## src/rtl/mat_mult_seq.sv

```systemverilog
// rtl/mat_mult_seq.sv - sequencer for an NxN signed matrix multiply C = A x B over three RAMs
// One operand pair is issued per non-stalled cycle; one C element is written per N issues.
module mat_mult_seq #(
  parameter int N      = 8,
  parameter int DATA_W = 8,
  parameter int ACC_W  = 2*DATA_W + $clog2(N),
  parameter int ADDR_W = 2*$clog2(N)
) (
  input  logic              clk,
  input  logic              rst_n,
  input  logic              start,
  input  logic              abort,
  input  logic              stall,
  output logic              busy,
  output logic              done,
  output logic              a_rd_en,
  output logic [ADDR_W-1:0] a_addr,
  input  logic [DATA_W-1:0] a_rdata,
  output logic              b_rd_en,
  output logic [ADDR_W-1:0] b_addr,
  input  logic [DATA_W-1:0] b_rdata,
  output logic              c_we,
  output logic [ADDR_W-1:0] c_addr,
  output logic [ACC_W-1:0]  c_wdata
);
  localparam int LW = $clog2(N);
  localparam int SW = 3*LW;
  localparam int PW = 2*DATA_W;

  typedef enum logic [1:0] {IDLE, RUN, DRAIN, DONE} state_t;

  state_t                  state;
  logic [SW-1:0]           step;      // {i, j, k} of the next step to issue
  logic [LW-1:0]           s_i, s_j, s_k;
  logic                    d_valid;
  logic [LW-1:0]           d_i, d_j, d_k;
  logic signed [ACC_W-1:0] acc;
  logic signed [ACC_W-1:0] sum;
  logic signed [PW-1:0]    prod;

  assign s_i = step[SW-1:2*LW];
  assign s_j = step[2*LW-1:LW];
  assign s_k = step[LW-1:0];

  always_comb begin
    prod = $signed(a_rdata) * $signed(b_rdata);
    sum  = (d_k == '0 ? '0 : acc) + {{(ACC_W-PW){prod[PW-1]}}, prod};
  end

  always_ff @(posedge clk or negedge rst_n) begin
    if (!rst_n) begin
      state   <= IDLE;
      step    <= '0;
      busy    <= 1'b0;
      done    <= 1'b0;
      a_rd_en <= 1'b0;
      b_rd_en <= 1'b0;
      a_addr  <= '0;
      b_addr  <= '0;
      c_we    <= 1'b0;
      c_addr  <= '0;
      c_wdata <= '0;
      d_valid <= 1'b0;
      d_i     <= '0;
      d_j     <= '0;
      d_k     <= '0;
      acc     <= '0;
    end else begin
      a_rd_en <= 1'b0;
      b_rd_en <= 1'b0;
      c_we    <= 1'b0;
      done    <= 1'b0;

      // Data stage: the read issued last cycle has its RAM data on the bus now.
      d_valid <= a_rd_en;
      d_i     <= a_addr[2*LW-1:LW];
      d_k     <= a_addr[LW-1:0];
      d_j     <= b_addr[LW-1:0];
      if (d_valid) begin
        acc <= sum;
        if (&d_k) begin
          c_we    <= 1'b1;
          c_addr  <= {d_i, d_j};
          c_wdata <= sum;
        end
      end

      case (state)
        IDLE: begin
          if (start) begin
            state   <= RUN;
            busy    <= 1'b1;
            a_rd_en <= 1'b1;
            b_rd_en <= 1'b1;
            a_addr  <= '0;
            b_addr  <= '0;
            step    <= SW'(1);
          end
        end
        RUN: begin
          if (abort) begin
            state   <= IDLE;
            busy    <= 1'b0;
            d_valid <= 1'b0;
            c_we    <= 1'b0;
          end else if (!stall) begin
            a_rd_en <= 1'b1;
            b_rd_en <= 1'b1;
            a_addr  <= {s_i, s_k};
            b_addr  <= {s_k, s_j};
            step    <= step + SW'(1);
            if (&step) state <= DRAIN;
          end
        end
        DRAIN: begin
          if (abort) begin
            state   <= IDLE;
            busy    <= 1'b0;
            d_valid <= 1'b0;
            c_we    <= 1'b0;
          end else if (c_we) begin
            // Only the final element is written while draining.
            state <= DONE;
            busy  <= 1'b0;
            done  <= 1'b1;
          end
        end
        default: begin
          state <= IDLE;
        end
      endcase
    end
  end
endmodule

```

## config.mk

```make
export PLATFORM = sky130hd
export DESIGN_NAME = mat_mult_seq
export DESIGN_NICKNAME = d
export VERILOG_FILES = /design/src/rtl/mat_mult_seq.sv
export SDC_FILE = /design/constraint.sdc
export NUM_CORES = 1
export LEC_CHECK = 0
export CAP_MARGIN = 5
export CORE_MARGIN = 8
export CORE_UTILIZATION = 50
export CTS_CLUSTER_DIAMETER = 120
export DETAILED_ROUTE_END_ITERATION = 10
export PLACE_DENSITY = 0.7
export SYNTH_ARGS = -nofsm -noshare
export SYNTH_HDL_FRONTEND = slang
export SYNTH_SLANG_ARGS = --single-unit
```

## constraint.sdc

```tcl
create_clock -name clk -period 4.6 [get_ports clk]
set_clock_uncertainty 0.2 [all_clocks]
set_input_delay 0.69 -clock clk [delete_from_list [all_inputs] [get_ports clk]]
set_output_delay 0.69 -clock clk [all_outputs]
set_load 0.02 [all_outputs]
```

# After elaboration in Yosys (flattened, before gate mapping)
# Index checks and enable logic that the tools add are counted.
[op_classes]
n_addsub = 2
n_mul = 1
n_div = 0
magnitude_cmp = 0
eq_ne = 9
n_shift = 0
muxes = 37
bitwise_logic = 0
n_reduce_logical = 11
[ops]
columns = ["op", "count"]
rows = [
  ["$mux W6", 5],
  ["$mux W9", 3],
  ["$pmux W6 S2", 2],
  ["$add A19 B19 Y19", 1],
  ["$mux W19", 1],
  ["$pmux W9 S2", 1],
  ["$mul A8 B8 Y16", 1],
  ["$mux W1", 16],
  ["$reduce_and A4 Y1", 4],
  ["$mux W2", 6],
  ["$add A9 B1 Y9 const B", 1],
  ["$ne A3 B3 Y1 const B", 3],
  ["$reduce_and A9 Y1", 1],
  ["$ne A2 B2 Y1 const B", 4],
  ["$pmux W2 S3", 1],
  ["$logic_not A3 Y1", 1],
  ["$pmux W1 S3", 1],
  ["$reduce_and A3 Y1", 1],
  ["$reduce_bool A3 Y1", 1],
  ["$eq A2 B1 Y1 const B", 1],
  ["$eq A2 B2 Y1 const B", 1],
  ["$logic_not A2 Y1", 1],
  ["$pmux W1 S2", 1],
  ["$reduce_bool A2 Y1", 1],
  ["$reduce_or A2 Y1", 1],
]
[word_totals]
regBits = 81
latch_bits = 0
ram_bits = 0
rom_bits = 0
inputBits = 21
output_inout_bits = 42
elab_cells = 75
memories = 0

# Depth between registers and ports, before layout
# Gate-level depths: netlist (run 1).
[logic_depth]
depth_word = 5
depth_mapped = 26
depth_no_buf = 26

# Worst setup path before layout (run 1)
# OpenSTA, ideal clock, no wires.
[synth_timing]
kind = "input to register"
start = "input a_rdata[3]"
end = "register acc[18]"
setup_time_ns = 0.150
arrival_ns = 5.972
t_required_ns = 4.250
slack_ns = -1.722
stages = 25
n_path_buf = 0
cell_sequence = "and2_1 fa_1 inv_1 fa_1 inv_1 fa_1 inv_1 fa_1 inv_1 ha_1 a21oi_1 o21bai_1 a21oi_1 o21bai_1 a21oi_1 nor2b_1 o311ai_0 ha_1 a21oi_1 nor2_1 a21oi_1 o31ai_2 or3b_1 a31oi_1 a311oi_1"
[synth_between]
elab_chain_len = 2
[synth_lines]
columns = ["item", "line", "source"]
rows = [
  ["from (decl)", "18", "input logic [DATA_W-1:0] a_rdata,"],
  ["$mul A8 B8 Y16", "46", "prod = $signed(a_rdata) * $signed(b_rdata);"],
  ["$add A19 B19 Y19", "47", "sum = (d_k == '0 ? '0 : acc) + {{(ACC_W-PW){prod[PW-1]}}, prod};"],
  ["to (signal assigned)", "80", "acc <= sum;"],
  ["to (decl)", "37", "logic signed [ACC_W-1:0] acc;"],
]
# No other way between the ends.
# A chain may end at the register's enable or synchronous reset.

# Final worst setup path (run 1)
[layout_timing]
start = "input a_rdata[4]"
end = "register acc[18]"
# Same word-level chain as after synthesis.

==> metrics.md, run 1 <==
| Metric | Value |
|---|---|
| Combined area of the multi-input logic cells | just under 0.005 mm² |
| DRC marker count from the first detailed-route iteration | ~270 |
| HPWL reported at the end of detailed placement | around 12000 µm |
| Nature of the critical path startpoint | primary input |
| Distinct cell type count of the synthesized netlist | 55 |
| All-layer global routing usage | 20.18% |
| Number of flops mapped to enable cells by yosys | 0 |
| Fraction of synthesized area in multiplexers | 5.222% |
| Required time of the worst setup path | about 4600 ps |
| First-pass GRT wire length | 27390 µm |
| Cells after synthesis | ~700 |
| Top-level I/O count | 63 |
| Master cell of the clock root buffer | sky130_fd_sc_hd__clkbuf_16 |
| Maximum root-to-sink buffer count | 2 |
| Per-cell routed wire length | 15.83 µm |
| Placement-stage worst setup slack | -2191 ps |
| Total number of vias | 5357 |
| Worst r2r src | d_k[2] |
| Run status | finished, violations left |
| Critical Path Source | a_rdata[4] |
| Synth Area in Compound Gates | 10.18% |
| WS Path Type | primary input to register |
| Reg area | 0.001952 mm² |
| Instance count along the most critical hold path | 0 |
| Post-DR vias/cell | 5.166 |
| Mean cell area of the mapped netlist | 9.633 µm² |
| Reg clk slew, reported paths | 60 ps |
| PortBufs | 62 |
| Antenna violations before repair | 0 |
| CTS tree | yes |
| Worst-Skew Late Latency | 340 ps |
| RSZ-0062 raised after global routing | yes |
| Violated checks | setup timing |
| Critical Path AT | between 6000 and 7000 ps |
| Core outline area | 0.01303 mm² |
| Final-report setup violation count | 24 |
| Worst-case setup margin in the final layout | -1416 ps |
| Critical-path maximum fanout | 3 |
| Detail Route Antenna Nets | 0 |
| Combinational family with the most area after synthesis | adder cells |
| R2R Setup Slk | 870 ps |
| Critical R2R Capture | acc[18] |
| Final hold violations | 0 |
| Net total in the final layout | a little under 1000 |
| Number of fillers in the final layout | 962 |
| Max-capacitance violation count | 0 |
| Worst min path class | register to register |
| Fraction of the mapped netlist area in adder cells | 27.08% |
| Longest individual stage delay on the worst path | roughly 550 ps |
| Portion of synthesized cell area occupied by the leading cell type | 29.62% |
| Most common cell on crit path | sky130_fd_sc_hd__fa_1 |
| FFs w/ async S/R, synth | 100.0% |
| Hold endpoint | d_i[1] |
| Post-synthesis cell type with the largest combined area | sky130_fd_sc_hd__dfrtp_1 |
| Antenna diode instance count | 0 |
| Detailed-router iteration count before antenna repair | 4 |
| Htree depth | 3 |
| Total overflow reported by the global router | 0 |
| #FFs+latches synth | 78 |
| Standard-cell row count | 42 |
| Largest net degree at the start of global routing | between 70 and 80 |
| Routability Congestion | between 0.8 and 0.9 |
| Die Width | ~130 µm |
| Yosys synthesis warning count | 0 |
| Post-synthesis xor/xnor area fraction | between 5 and 6% |
| Area delta synth->final | 40.85% |
| Chip Height | around 130 µm |
| Synthesized area | 0.006589 mm² |
| Predominant post-synthesis flop cell | sky130_fd_sc_hd__dfrtp_1 |
| Largest cells by area after synthesis | sky130_fd_sc_hd__dfrtp_1 30%, sky130_fd_sc_hd__fa_1 17%, sky130_fd_sc_hd__ha_1 10% |
| Achievable Freq | between 150 and 200 MHz |
| Relative slew slack | a little over a third |
| Final worst path period share | 130.8% |
| Number of global-route vias before repair | 5934 |
| Cell class contributing the biggest share of worst-path delay | adder cells |
| Fraction of final layout cells with drive strength greater than 1 | a little under a third |
| Count of buffering cells on the critical path with inverters included | 5 |
| Final Max Slew Viols | 0 |
| Wire length after detailed routing | between 15000 and 20000 µm |
| Slew at the pin with the worst max-slew slack | between 900 and 1000 ps |
| Synthesized net count | 814 |
| Cell chain of the critical path | buf_8 -> and2_4 -> fa_1 -> inv_2 -> fa_1 -> inv_1 -> fa_1 -> inv_1 -> fa_1 -> inv_2 -> ha_4 -> o211ai_2 -> o21ai_2 -> o2111ai_4 -> a311oi_4 -> xor2_4 -> ha_4 -> nand2_2 -> nor2_1 -> a21oi_2 -> o31ai_4 -> or3b_4 -> a31oi_4 -> a311oi_2 |
| Number of clock buffers inserted by TritonCTS | 9 |
| Number of cells traversed by the worst register-to-register path | 12 |
| Capturing element type of the critical path | register |
| Simple-Gate Fraction of Synth Area | 15.17% |
| Total Die Area | 0.01711 mm² |
| TritonCTS Sinks | 78 |
| Part of the Yosys area used for sequential elements | 29.62% |
| Effective utilization at floorplan | 50.56% |
| Final worst path period need | 6016 ps |
| Start point of the worst hold path | a_addr[4] |
| Library cell contributing the largest single delay on the critical path | sky130_fd_sc_hd__fa_1 |
| Number of remaining DRC errors | 0 |
-- cell type report --
type                    instances  area share (%)
flip-flops and latches         78           21.03
inverters                     110           4.449
well taps                     176           2.373
clock inverters                 7          0.7955
multi-input cells             481           52.29
clock buffers                   9           2.427
repair buffers                176           16.64
-- repair_timing --
action / CTS / global route
hold buffers: 0 / 0
setup buffers: 19 / 13
endpoints found under the setup margin: 28 / 26
pin swaps: 75 / 43
resized for setup: 157 / 58
-- cell families (layout without fill, tap and decap cells) --
| group | Yosys count | count (layout) |
|---|---|---|
| and+or+nand+nor | 200 | 200 |
| buffers and inverters | 125 | 302 |
| adders and majority gates | 109 | 109 |
| AOI/OAI and AO/OA | 102 | 102 |
| DFF | 78 | 78 |
| xor gates and xnor gates | 38 | 38 |
| muxes | 32 | 32 |
-- Yosys cell counts, types with 2 or more instances --
cell type and count:
sky130_fd_sc_hd__nand2_1 58, sky130_fd_sc_hd__a211oi_1 4, sky130_fd_sc_hd__o31a_1 2, sky130_fd_sc_hd__fa_1 56
sky130_fd_sc_hd__mux2_2 19, sky130_fd_sc_hd__buf_4 4, sky130_fd_sc_hd__buf_1 3, sky130_fd_sc_hd__o21bai_1 4
sky130_fd_sc_hd__nand4_1 5, sky130_fd_sc_hd__xnor2_1 18, sky130_fd_sc_hd__clkbuf_1 8, sky130_fd_sc_hd__dfrtp_1 78
sky130_fd_sc_hd__a31oi_1 2, sky130_fd_sc_hd__ha_1 53, sky130_fd_sc_hd__nor3_1 4, sky130_fd_sc_hd__a21o_1 11
sky130_fd_sc_hd__o21ai_0 29, sky130_fd_sc_hd__inv_1 110, sky130_fd_sc_hd__xor2_1 18, sky130_fd_sc_hd__a21oi_1 28
sky130_fd_sc_hd__nor2b_1 11, sky130_fd_sc_hd__nor3b_1 2, sky130_fd_sc_hd__and2_1 51, sky130_fd_sc_hd__mux2i_1 13
sky130_fd_sc_hd__nor2_1 36, sky130_fd_sc_hd__nand3_1 15, sky130_fd_sc_hd__nand2b_1 9, sky130_fd_sc_hd__o211ai_1 3
sky130_fd_sc_hd__or3_1 4
-- cell usage in the layout (no fill, tap or decap), types with 4 or more instances in the layout --
cell type / synthesis / routed
sky130_fd_sc_hd__inv_1: 110 / 98
sky130_fd_sc_hd__buf_4: 4 / 96
sky130_fd_sc_hd__dfrtp_1: 78 / 78
sky130_fd_sc_hd__nand2_1: 58 / 54
sky130_fd_sc_hd__fa_1: 56 / 54
sky130_fd_sc_hd__clkdlybuf4s50_1: 0 / 45
sky130_fd_sc_hd__and2_1: 51 / 37
sky130_fd_sc_hd__nor2_1: 36 / 34
sky130_fd_sc_hd__ha_1: 53 / 32
sky130_fd_sc_hd__buf_6: 0 / 30
sky130_fd_sc_hd__ha_4: 0 / 20
sky130_fd_sc_hd__o21ai_0: 29 / 18
sky130_fd_sc_hd__a21oi_1: 28 / 17
sky130_fd_sc_hd__mux2_2: 19 / 14
sky130_fd_sc_hd__and2_4: 0 / 14
sky130_fd_sc_hd__xor2_1: 18 / 13
sky130_fd_sc_hd__mux2i_1: 13 / 13
sky130_fd_sc_hd__inv_2: 0 / 12
sky130_fd_sc_hd__xnor2_1: 18 / 12
sky130_fd_sc_hd__nand3_1: 15 / 12
sky130_fd_sc_hd__a21o_1: 11 / 11
sky130_fd_sc_hd__o21ai_1: 1 / 10
sky130_fd_sc_hd__nor2b_1: 11 / 9
sky130_fd_sc_hd__a21oi_2: 0 / 9
sky130_fd_sc_hd__clkbuf_16: 0 / 9
sky130_fd_sc_hd__nand2b_1: 9 / 8
sky130_fd_sc_hd__nand4_1: 5 / 5
sky130_fd_sc_hd__mux2_4: 0 / 5
sky130_fd_sc_hd__nand2_2: 0 / 4
sky130_fd_sc_hd__or3_1: 4 / 4
sky130_fd_sc_hd__o21bai_1: 4 / 4
sky130_fd_sc_hd__buf_2: 0 / 4
-- metrics by stage --
stage               setup TNS [ps]  std cells  util [%]  hold WS, ps  cell area, µm²
floorplan                   -14870        684         -        194.4            6743
global placement            -41120       1001     63.04        189.3            8215
detailed placement          -42570       1001     63.04        195.4            8215
CTS                         -22670       1030     68.79        206.6            8965
global route                -28240       1037     71.21        216.6            9280
finish                      -23830       1037     71.21        205.1            9280
-- metal layers --
layer | up-vias | track usage, % | share of wire [%]
met1 | 2634 | 22.92 | 41
met3 | 34 | 4.221 | 4.6
met5 | - | 0 | 0
li1 | 2559 | - | -
met4 | 0 | 7.495 | 2.7
met2 | 130 | 36.56 | 52
-- how the worst max path moves through the flow --
stage / to / slack (ps) / cells past startpoint
after detailed placement: acc[18] / -2190 / 26
after global routing: acc[18] / -1640 / 25
after CTS: acc[18] / -1420 / 24
after global placement: acc[18] / -2120 / 22
final: acc[18] / -1420 / 24
after floorplan: acc[18] / -1510 / 23
-- state kept, by name, indices dropped and copies added, names as in the netlist, 2 cells and up --
register	count
acc	19
state	2
c_wdata	19
a_addr	6
d_k	3
d_i	3
step	9
c_addr	6
b_addr	3
d_j	3
Power of run 1 is left out: the tool's default activity adds up to more than one toggle a clock period on the data nets, which glitch-free logic cannot reach.
==> run 2, diff against run 1 <==
Settings changed: CAP_MARGIN 5 to 40, CORE_UTILIZATION 50 to 40, GPL_TIMING_DRIVEN set to 0, PLACE_DENSITY 0.7 to 0.58.
==> metrics.md, run 2 (synthesized netlist as in run 1, its figures left out) <==
| Metric | Value |
|---|---|
| Detailed-router iteration count before antenna repair | 4 |
| Final worst path period share | 129.3% |
| Nature of the critical path startpoint | primary input |
| Core outline area | 0.01635 mm² |
| Worst-Skew Late Latency | between 300 and 400 ps |
| Antenna violations before repair | 0 |
| Number of remaining DRC errors | 0 |
| Most common cell after layout, fill and taps aside | sky130_fd_sc_hd__inv_1 |
| Finished Layout Cells | 1018 |
| Total overflow reported by the global router | 0 |
| CTS Hold Buffers Added | 0 |
| Post-DR vias/cell | 4.921 |
| Number of fillers in the final layout | roughly 1500 |
| Chip Height | around 140 µm |
| Worst min path class | primary input to asynchronous set/reset pin |
| Die Width | 144.3 µm |
| First-pass GRT wire length | roughly 26000 µm |
| Per-cell routed wire length | 14.75 µm |
| TritonCTS Sinks | 78 |
| Required time of the worst setup path | 4570 ps |
| Total Negative Setup Slacks | -19220 ps |
| Worst-case setup margin in the final layout | -1349 ps |
| Final worst path period need | 5949 ps |
| Relative slew slack | 38.80% |
| Standard-cell row count | 47 |
| Max-capacitance violation count | 0 |
| R2R Setup Slk | 400 ps |
| DRC marker count from the first detailed-route iteration | 154 |
| Effective utilization at floorplan | 40.30% |
| HPWL reported at the end of detailed placement | 11370 µm |
| Largest net degree at the start of global routing | 66 |
| CTS tree | yes |
| Master cell of the clock root buffer | sky130_fd_sc_hd__clkbuf_16 |
| Non-Filler Cell Area, Final | 0.008617 mm² |
| Wire length after detailed routing | between 15000 and 20000 µm |
| Antenna diode instance count | 0 |
| Fraction of final layout cells with drive strength greater than 1 | 21.30% |
| Final-report setup violation count | 24 |
| Net total in the final layout | 923 |
| Critical Path AT | 5920 ps |
| Commonest non-fill, non-tap cells in the layout | 102 x sky130_fd_sc_hd__inv_1, 78 x sky130_fd_sc_hd__dfrtp_1, 53 x sky130_fd_sc_hd__nand2_1, 52 x sky130_fd_sc_hd__fa_1, 45 x sky130_fd_sc_hd__clkdlybuf4s50_1 |
| Htree depth | 3 |
| Number of global-route vias before repair | between 5000 and 6000 |
| Routability Congestion | 0.8569 |
| Capturing element type of the critical path | register |
| Final hold violations | 0 |
| Final Max Slew Viols | 0 |
| Post-layout util | 52.71% |
| RSZ-0062 raised after global routing | yes |
| Top-level I/O count | 63 |
| Area delta synth->final | 30.78% |
| Total number of vias | 5010 |
| Largest registers | acc: 19 flops, c_wdata: 19 flops, step: 9 flops |
| WS Path Type | primary input to register |
| Total Die Area | 0.02084 mm² |
| Violated checks | setup timing |
| Number of clock buffers inserted by TritonCTS | 9 |
| Reg clk slew, reported paths | 60 ps |
| Achievable Freq | 168.1 MHz |
| Run status | finished, violations left |
| Cell area reported after detailed placement | about 0.0077 mm² |
| Number of cells after detailed placement | 967 |
| Detail Route Antenna Nets | 0 |
| Critical-path maximum fanout | 6 |
| All-layer global routing usage | between 15 and 20% |
| Slew at the pin with the worst max-slew slack | 916.0 ps |
| PortBufs | 62 |
| Maximum root-to-sink buffer count | 2 |
## run 2: changes by cell type in the layout (fill, tap and decap cells not counted), sizes merged
cell      before  now
bufinv         1    0
clkinv         4    0
buf          131   59
inv          111  110
clkinvlp       1    2
clkbuf         9   23
## run 2: layer usage
metal	routed length (µm)	GRT usage, %	vias up
met5	0	0	-
met4	252	3.943	0
met3	814	3.566	19
met2	7355	27.81	97
met1	6596	18.42	2466
li1	-	-	2428
## run 2: final timing paths
kind	from	endpoint	depth (start not counted)
worst max-delay path	a_rdata[4]	acc[18]	27
worst min-delay path	rst_n	d_j[0]	1
worst max register to register	d_k[2]	acc[18]	11
worst min register to register	a_addr[4]	d_i[1]	0
max in group asynchronous	rst_n	acc[8]	2
min in group clk	a_addr[4]	d_i[1]	0
## run 2: metrics by stage
step | hold WS (ps) | setup WS, ps
2_1_floorplan | 194.4 | -1513
3_5_place_dp | 193.0 | -2619
3_3_place_gp | 185.6 | -2570
5_1_grt | 12.24 | -1523
6_report | 7.970 | -1349
4_1_cts | 5.990 | -1341
## run 2: worst max-delay path: stages
cell	delay [ps]
sky130_fd_sc_hd__buf_8	110
sky130_fd_sc_hd__and2_4	150
sky130_fd_sc_hd__fa_1	520
sky130_fd_sc_hd__inv_1	50
sky130_fd_sc_hd__fa_1	500
sky130_fd_sc_hd__inv_2	50
sky130_fd_sc_hd__fa_1	540
sky130_fd_sc_hd__inv_1	50
sky130_fd_sc_hd__fa_1	490
sky130_fd_sc_hd__inv_2	50
sky130_fd_sc_hd__ha_4	280
sky130_fd_sc_hd__a21oi_4	50
sky130_fd_sc_hd__o21bai_1	150
sky130_fd_sc_hd__a21oi_2	80
sky130_fd_sc_hd__o21bai_1	200
sky130_fd_sc_hd__a21oi_2	100
sky130_fd_sc_hd__buf_4	140
sky130_fd_sc_hd__xnor2_1	120
sky130_fd_sc_hd__ha_2	200
sky130_fd_sc_hd__a21o_1	190
sky130_fd_sc_hd__a21oi_2	170
sky130_fd_sc_hd__nor2_1	70
sky130_fd_sc_hd__a21oi_2	140
sky130_fd_sc_hd__o31ai_4	110
sky130_fd_sc_hd__or3b_4	400
sky130_fd_sc_hd__a31oi_2	190
sky130_fd_sc_hd__a311oi_2	120
## run 2: cell type report
class	instances	area (µm²)	share of cell area [%]
clock buffer	14	274.0	3.180
tap	220	275.3	3.194
clock inverter	2	15.01	0.1742
multi-input combinational	481	4666	54.15
timing repair buffer	98	950.9	11.04
buffer	15	71.32	0.8276
sequential	78	1952	22.65
inverter	110	412.9	4.792
## run 2: timing repair
action,in CTS,in global routing
endpoints found under the setup margin,26,24
setup buffers,25,11
pin swaps,64,38
resized for setup,150,32
Power of run 2 is left out for the same reason.
